==> src/rtl/fetch_pkg.sv <==
`default_nettype none
// ============================================================================
// Module  : fetch_pkg
// Brief   : Shared FSM encoding and counter-width helpers for fetch_sequencer.
// Rev     : 1.0
// ============================================================================
package fetch_pkg;

    typedef enum logic [1:0] {
        F_IDLE   = 2'd0,
        F_COMMIT = 2'd1,
        F_DONE   = 2'd2
    } fetch_state_t;

    localparam int STATE_W = 2;

    // Bits needed to count 0..n-1; never narrower than one bit.
    function automatic int cnt_width(input int n);
        return (n <= 2) ? 1 : $clog2(n);
    endfunction

    localparam int PRESC_W_DEF = $clog2(25_000_000);
    localparam int DEB_W_DEF   = $clog2(250_000);

endpackage : fetch_pkg
`default_nettype wire

==> src/rtl/sync_edge_detect.sv <==
`default_nettype none
// ============================================================================
// Module  : sync_edge_detect
// Brief   : 2-flop synchroniser, optional debounce (FETCH_DEBOUNCE_EN), rising-edge pulse.
// Rev     : 1.0
// ============================================================================
module sync_edge_detect
    import fetch_pkg::*;
#(
    parameter int DEBOUNCE_CYC = 250_000
) (
    input  logic clk,
    input  logic rst,
    input  logic din_i,
    output logic rise_o
);

    logic sync1_q;
    logic sync2_q;
    logic prev_q;
    logic filt;

    always_ff @(posedge clk or negedge rst) begin
        if (!rst) begin
            sync1_q <= 1'b0;
            sync2_q <= 1'b0;
        end else begin
            sync1_q <= din_i;
            sync2_q <= sync1_q;
        end
    end

`ifdef FETCH_DEBOUNCE_EN
    localparam int DW = cnt_width(DEBOUNCE_CYC);

    logic [DW-1:0] deb_cnt_q;
    logic          deb_q;

    // Any sample equal to the accepted level restarts the stability count.
    always_ff @(posedge clk or negedge rst) begin
        if (!rst) begin
            deb_cnt_q <= '0;
            deb_q     <= 1'b0;
        end else if (sync2_q == deb_q) begin
            deb_cnt_q <= '0;
        end else if (deb_cnt_q == DW'(DEBOUNCE_CYC - 1)) begin
            deb_cnt_q <= '0;
            deb_q     <= sync2_q;
        end else begin
            deb_cnt_q <= deb_cnt_q + DW'(1);
        end
    end

    assign filt = deb_q;
`else
    assign filt = sync2_q;
`endif

    always_ff @(posedge clk or negedge rst) begin
        if (!rst) begin
            prev_q <= 1'b0;
        end else begin
            prev_q <= filt;
        end
    end

    assign rise_o = filt & ~prev_q & (DEBOUNCE_CYC >= 1);

endmodule : sync_edge_detect
`default_nettype wire

==> src/rtl/fetch_sequencer.sv <==
`default_nettype none
// ============================================================================
// Module  : fetch_sequencer
// Brief   : PC sequencer with one-cycle commit per step/tick; FETCH_DEBOUNCE_EN adds step debounce.
// Rev     : 1.0
// ============================================================================
module fetch_sequencer
    import fetch_pkg::*;
#(
    parameter int ADDR_W       = 3,
    parameter int PROG_LEN     = 8,
    parameter int WRAP         = 1,
    parameter int RUN_DIV      = 25_000_000,
    parameter int DEBOUNCE_CYC = 250_000
) (
    input  logic              clk,
    input  logic              rst,
    input  logic              step_btn,
    input  logic              run_sw,
    input  logic              reg_write_in,
    input  logic              mem_write_in,
    output logic [ADDR_W-1:0] instr_addr,
    output logic              commit,
    output logic              reg_write_out,
    output logic              mem_write_out,
    output logic [STATE_W-1:0] state_dbg
);

    localparam int              PW   = cnt_width(RUN_DIV);
    localparam logic [ADDR_W-1:0] LAST = ADDR_W'(PROG_LEN - 1);

    logic              step_pulse;
    logic              run_s1_q;
    logic              run_s2_q;
    logic [PW-1:0]     presc_q;
    logic              tick;
    fetch_state_t      state_q;
    fetch_state_t      state_d;
    logic [ADDR_W-1:0] addr_q;
    logic [ADDR_W-1:0] addr_d;

    sync_edge_detect #(
        .DEBOUNCE_CYC (DEBOUNCE_CYC)
    ) u_step_sync (
        .clk    (clk),
        .rst    (rst),
        .din_i  (step_btn),
        .rise_o (step_pulse)
    );

    always_ff @(posedge clk or negedge rst) begin
        if (!rst) begin
            run_s1_q <= 1'b0;
            run_s2_q <= 1'b0;
        end else begin
            run_s1_q <= run_sw;
            run_s2_q <= run_s1_q;
        end
    end

    always_ff @(posedge clk or negedge rst) begin
        if (!rst) begin
            presc_q <= '0;
        end else if (!run_s2_q || (presc_q == PW'(RUN_DIV - 1))) begin
            presc_q <= '0;
        end else begin
            presc_q <= presc_q + PW'(1);
        end
    end

    assign tick = run_s2_q & (presc_q == PW'(RUN_DIV - 1));

    always_ff @(posedge clk or negedge rst) begin
        if (!rst) begin
            state_q <= F_IDLE;
            addr_q  <= '0;
        end else begin
            state_q <= state_d;
            addr_q  <= addr_d;
        end
    end

    always_comb begin
        state_d = state_q;
        addr_d  = addr_q;
        case (state_q)
            F_IDLE: begin
                if ((run_s2_q && tick) || (!run_s2_q && step_pulse)) begin
                    state_d = F_COMMIT;
                end
            end
            F_COMMIT: begin
                if (addr_q != LAST) begin
                    addr_d  = addr_q + ADDR_W'(1);
                    state_d = F_IDLE;
                end else if (WRAP != 0) begin
                    addr_d  = '0;
                    state_d = F_IDLE;
                end else begin
                    state_d = F_DONE;
                end
            end
            F_DONE:  state_d = F_DONE;
            default: state_d = F_IDLE;
        endcase
    end

    // Commit is a pure state decode, so the write gates cannot glitch.
    assign commit        = (state_q == F_COMMIT);
    assign reg_write_out = reg_write_in & commit;
    assign mem_write_out = mem_write_in & commit;
    assign instr_addr    = addr_q;
    assign state_dbg     = state_q;

endmodule : fetch_sequencer
`default_nettype wire

==> config.mk <==
export PLATFORM = sky130hd
export DESIGN_NAME = fetch_sequencer
export DESIGN_NICKNAME = d
export VERILOG_FILES = /design/src/rtl/fetch_pkg.sv /design/src/rtl/sync_edge_detect.sv /design/src/rtl/fetch_sequencer.sv
export SDC_FILE = /design/constraint.sdc
export NUM_CORES = 1
export LEC_CHECK = 0
export ABC_AREA = 1
export CORE_MARGIN = 5
export CORE_UTILIZATION = 47
export DETAILED_ROUTE_END_ITERATION = 12
export DONT_BUFFER_PORTS = 1
export PLACE_DENSITY = 0.64
export REMOVE_ABC_BUFFERS = 1
export SYNTH_ARGS = -nofsm -noshare
export SYNTH_HDL_FRONTEND = slang
export SYNTH_HIERARCHICAL = 1
export SYNTH_SLANG_ARGS = --single-unit
==> constraint.sdc <==
create_clock -name clk -period 1.6 [get_ports clk]
set_clock_uncertainty 0.1 [all_clocks]
set_input_delay 0.48 -clock clk [delete_from_list [all_inputs] [get_ports clk]]
set_output_delay 0.48 -clock clk [all_outputs]
set_load 0.1 [all_outputs]
==> impl_metrics.sql <==
INSERT INTO impl_metrics (metric_group, metric, value, unit) VALUES
('worst_setup_path', 'crit_type', 'register to primary output', ''),
('finish', 'postLayoutCellArea', '2470', 'um2'),
('clocking', 'worst_skew_pair.late_latency', '0.29', 'ns'),
('timing', 'final_period_minus_worst_setup_slack', '1.75', 'ns'),
('worst_setup_path', 'worst_ep_required_time', '1.02', 'ns'),
('hold_path', 'holdCritPathClass', 'primary input to register', ''),
('power', 'total_leakage_power', '1.01', 'nW'),
('finish', 'synthesis_to_finish_area_growth', '33.4', '%'),
('worst_setup_path', 'critical_path.max_fanout', '3', ''),
('timing', 'max_slew.worst_pin.slew', '0.318', 'ns'),
('power', 'power.share.sequential', '38.6', '%'),
('timing', 'final.setup.worst_slack', '-0.154', 'ns'),
('routing', 'drt_iter0_markers', '116', ''),
('routing', 'drt_pre_antenna_iters', '4', ''),
('synth', 'netlist_area', '1850', 'um2'),
('job', 'timing.max_cap.violations', '0', ''),
('finish', 'n_antenna_cell', '0', ''),
('synth', 'ys_warnings', '6', ''),
('floorplanning', 'boundaryPins', '14', ''),
('power', 'power_switching', '0.786', 'mW'),
('synth', 'postSynthRegisterBits', '35', ''),
('routing', 'num_vias', '1598', ''),
('floorplanning', 'initial_standard_cell_utilization_of_the_core', '49.4', '%'),
('placement', 'globalplace.congestion', '0.870', ''),
('clocking', 'clock_tree.root_cell', 'sky130_fd_sc_hd__clkbuf_8', ''),
('floorplanning', 'fp.dieArea', '5290', 'um2'),
('power', 'cell_internal_power', '1.70', 'mW'),
('power', 'share_clk_of_total_power', '38.1', '%'),
('floorplanning', 'die_x', '72.7', 'um'),
('worst_setup_path', 'timing.critical_path.from_type', 'register', ''),
('floorplanning', 'core-area', '3740', 'um2'),
('worst_setup_path', 'r2r_cells', '9', ''),
('power', 'power_switching_share', '31.6', '%'),
('clocking', 'h_tree_depth', '2', ''),
('placement', 'dpl.cell_count', '316', ''),
('synth', 'syn-mean-instance-area', '7.25', 'um2'),
('routing', 'routed_wl', '4.21', 'mm'),
('worst_setup_path', 'critical_path_arrival', '1.17', 'ns'),
('global_route', 'grt_start_max_net_pins', '36', ''),
('global_route', 'grt_util_all_layers', '16.8', '%'),
('global_route', 'gr-total-overflow', '0', ''),
('synth', 'synth-seq-area-share', '47.4', '%'),
('clocking', 'clock-sinks', '35', ''),
('global_route', 'initial_antenna_violation_count', '0', ''),
('worst_setup_path', 'worst_setup_path_end_kind', 'primary output', ''),
('worst_setup_path', 'reg2reg_setup_slack', '0.01', 'ns'),
('global_route', 'via_count_of_the_first_global_routing_pass', '1415', ''),
('power', 'vdd.ir_drop.worst', '0.000589', 'V'),
('synth', 'ys_types', '19', ''),
('floorplanning', 'rows', '22', ''),
('timing', 'fin_hold_ws', '0.112', 'ns'),
('global_route', 'grt_first_pass_wirelength', '6.77', 'mm'),
('timing', 'max_freq', '570', 'MHz'),
('floorplanning', 'die_y', '72.7', 'um'),
('finish', 'final_net_count', '291', ''),
('power', 'share_comb_of_total_power', '23.2', '%'),
('timing', 'timing_max_transition_violations_final', '0', ''),
('clocking', 'clock_transition_at_the_registers_of_the_reported_paths', '0.08', 'ns'),
('clocking', 'cts_buffer_depth', '2', ''),
('timing', 'finalHoldViolCount', '0', ''),
('synth', 'syn_inst', '255', ''),
('timing', 'post-route-period-util', '110', '%'),
('finish', 'drive_above_1_share', '23.3', '%'),
('timing', 'setup_repair_after_global_routing_missed_its_margin', 'yes', ''),
('routing', 'detail_route.drc_violations', '0', ''),
('routing', 'viasPerCell', '4.83', ''),
('run_status', 'run_status', 'complete, but fails checks', ''),
('placement', 'hpwlAfterDp', '2.84', 'mm'),
('placement', 'dpl-instance-area', '2060', 'um2'),
('placement', 'buffer_ports.inserted', '0', ''),
('clocking', 'tritoncts', 'done', ''),
('finish', 'layout.cells.non_filler', '331', ''),
('timing', 'report.final.setup_viol', '3', ''),
('timing', 'maxSlewHeadroom', '78.8', '%'),
('clocking', 'cts-buffers-inserted', '5', ''),
('routing', 'avgRoutedWirePerCell', '12.7', 'um'),
('timing', 'fin_setup_tns', '-0.438', 'ns'),
('finish', 'final_util', '65.9', '%'),
('run_status', 'violated_checks', 'setup timing', ''),
('routing', 'ant_nets', '0', ''),
('hold_path', 'whs_path_depth', '0', ''),
('power', 'power_per_cell_area', '1010', 'nW/um2');
[per-layer routing]
metal / wire (um) / vias to the layer above / global-route usage [%]
met4: 40 / 0 / 5.53
met1: 1920 / 734 / 23.2
met3: 183 / 6 / 4.27
met5: 0 / - / 0
li1: - / 823 / -
met2: 2070 / 35 / 25.6
[flip-flops by register name (all words and copies together) (netlist names)]
| signal | cells |
|---|---|
| run_s2_q | 1 |
| u_step_sync/prev_q | 1 |
| state_dbg | 2 |
| run_s1_q | 1 |
| presc_q | 25 |
| u_step_sync/sync1_q | 1 |
| u_step_sync/filt | 1 |
| instr_addr | 3 |
[power by group through the flow]
stage               Sequential, mW  Combinational (mW)  Clock, mW
floorplan                     1.23               0.114          0
global placement             0.975               0.496          0
detailed placement           0.979               0.496          0
CTS                          0.962               0.542      0.976
global route                 0.969               0.604       1.01
finish                       0.961               0.577      0.949
[through the flow]
stage                     power, mW  setup slack, ns
final                          2.49           -0.154
after global routing           2.59           -0.241
after CTS                      2.48           -0.181
after detailed placement       1.47           0.0847
after global placement         1.47           0.0886
after floorplan                1.35            -3.06
[synthesized netlist by cell type]
cell type                 instances  area [um2]
sky130_fd_sc_hd__buf_6            2        22.5
sky130_fd_sc_hd__nor2_1          70         263
sky130_fd_sc_hd__nand2_4          1        11.3
sky130_fd_sc_hd__nor2_4           1        11.3
sky130_fd_sc_hd__ha_1             3        37.5
sky130_fd_sc_hd__o21a_1           1        7.51
sky130_fd_sc_hd__xnor2_1          5        43.8
sky130_fd_sc_hd__nand2_2          1        6.26
sky130_fd_sc_hd__a21oi_1          2        10.0
sky130_fd_sc_hd__nor3b_1          1        7.51
sky130_fd_sc_hd__o21ai_0          1        5.00
sky130_fd_sc_hd__inv_1           27         101
sky130_fd_sc_hd__xor2_1           5        43.8
sky130_fd_sc_hd__or2_2            1        6.26
sky130_fd_sc_hd__nor3_1           4        20.0
sky130_fd_sc_hd__nand2_1         81         304
sky130_fd_sc_hd__nor2_2           1        6.26
sky130_fd_sc_hd__nand3_1         13        65.1
sky130_fd_sc_hd__dfrtp_1         35         876
[path summary, 6_finish.rpt]
kind                                               start                       endpoint
max                             state_dbg[1]$_DFFE_PN0P_                  mem_write_out
min                                             step_btn  u_step_sync/sync1_q$_DFF_PN0_
max reg2reg                         presc_q[1]$_DFF_PN0_          presc_q[15]$_DFF_PN0_
min reg2reg                u_step_sync/sync1_q$_DFF_PN0_     u_step_sync/filt$_DFF_PN0_
max in group asynchronous                            rst      instr_addr[2]$_DFFE_PN0P_
min in group asynchronous                            rst          presc_q[13]$_DFF_PN0_
[area by class of cell]
type / instances / area, um2
Clock buffer: 5 / 68.8
Fill cell: 326 / 1280
Inverter: 27 / 104
Timing Repair Buffer: 22 / 278
Sequential cell: 35 / 876
Tap cell: 48 / 60.1
Clock inverter: 3 / 67.6
Multi-Input combinational cell: 191 / 1010
[placed cells by master (no fill, tap or decap), drive strengths merged]
cell type,Yosys,routed
a21oi,2,2
buf,2,19
bufinv,0,2
clkbuf,0,7
clkinvlp,0,1
dfrtp,35,35
dlygate4sd3,0,1
ha,3,3
inv,27,27
nand2,83,83
nand3,13,13
nor2,72,72
nor3,4,4
nor3b,1,1
o21a,1,1
o21ai,1,1
or2,1,1
xnor2,5,5
xor2,5,5
[worst max-delay path, cell delays in order, from the launching register on]
cell	delay, ns
sky130_fd_sc_hd__dfrtp_1	0.40
sky130_fd_sc_hd__nor2_4	0.14
sky130_fd_sc_hd__inv_4	0.06
sky130_fd_sc_hd__nor2_4	0.11
sky130_fd_sc_hd__buf_12	0.18
[kinds of logic (layout without fill, tap and decap cells)]
group | count (synthesis) | in the layout | synth area share (%)
xor gates and xnor gates | 10 | 10 | 4.74
and+or+nand+nor | 174 | 174 | 37.9
DFF | 35 | 35 | 47.4
AOI/OAI and AO/OA | 4 | 4 | 1.22
buffers and inverters | 29 | 57 | 6.70
adders and majority gates | 3 | 3 | 2.03
[what timing repair did]
action,in CTS,in global routing
pin swaps,3,15
endpoints found under the hold margin,35,0
hold buffers,2,0
buffers inserted,3,0
gates resized for setup,6,42
gates cloned,0,2
endpoints found under the setup margin,3,30
(Power assumes the default switching activity.)
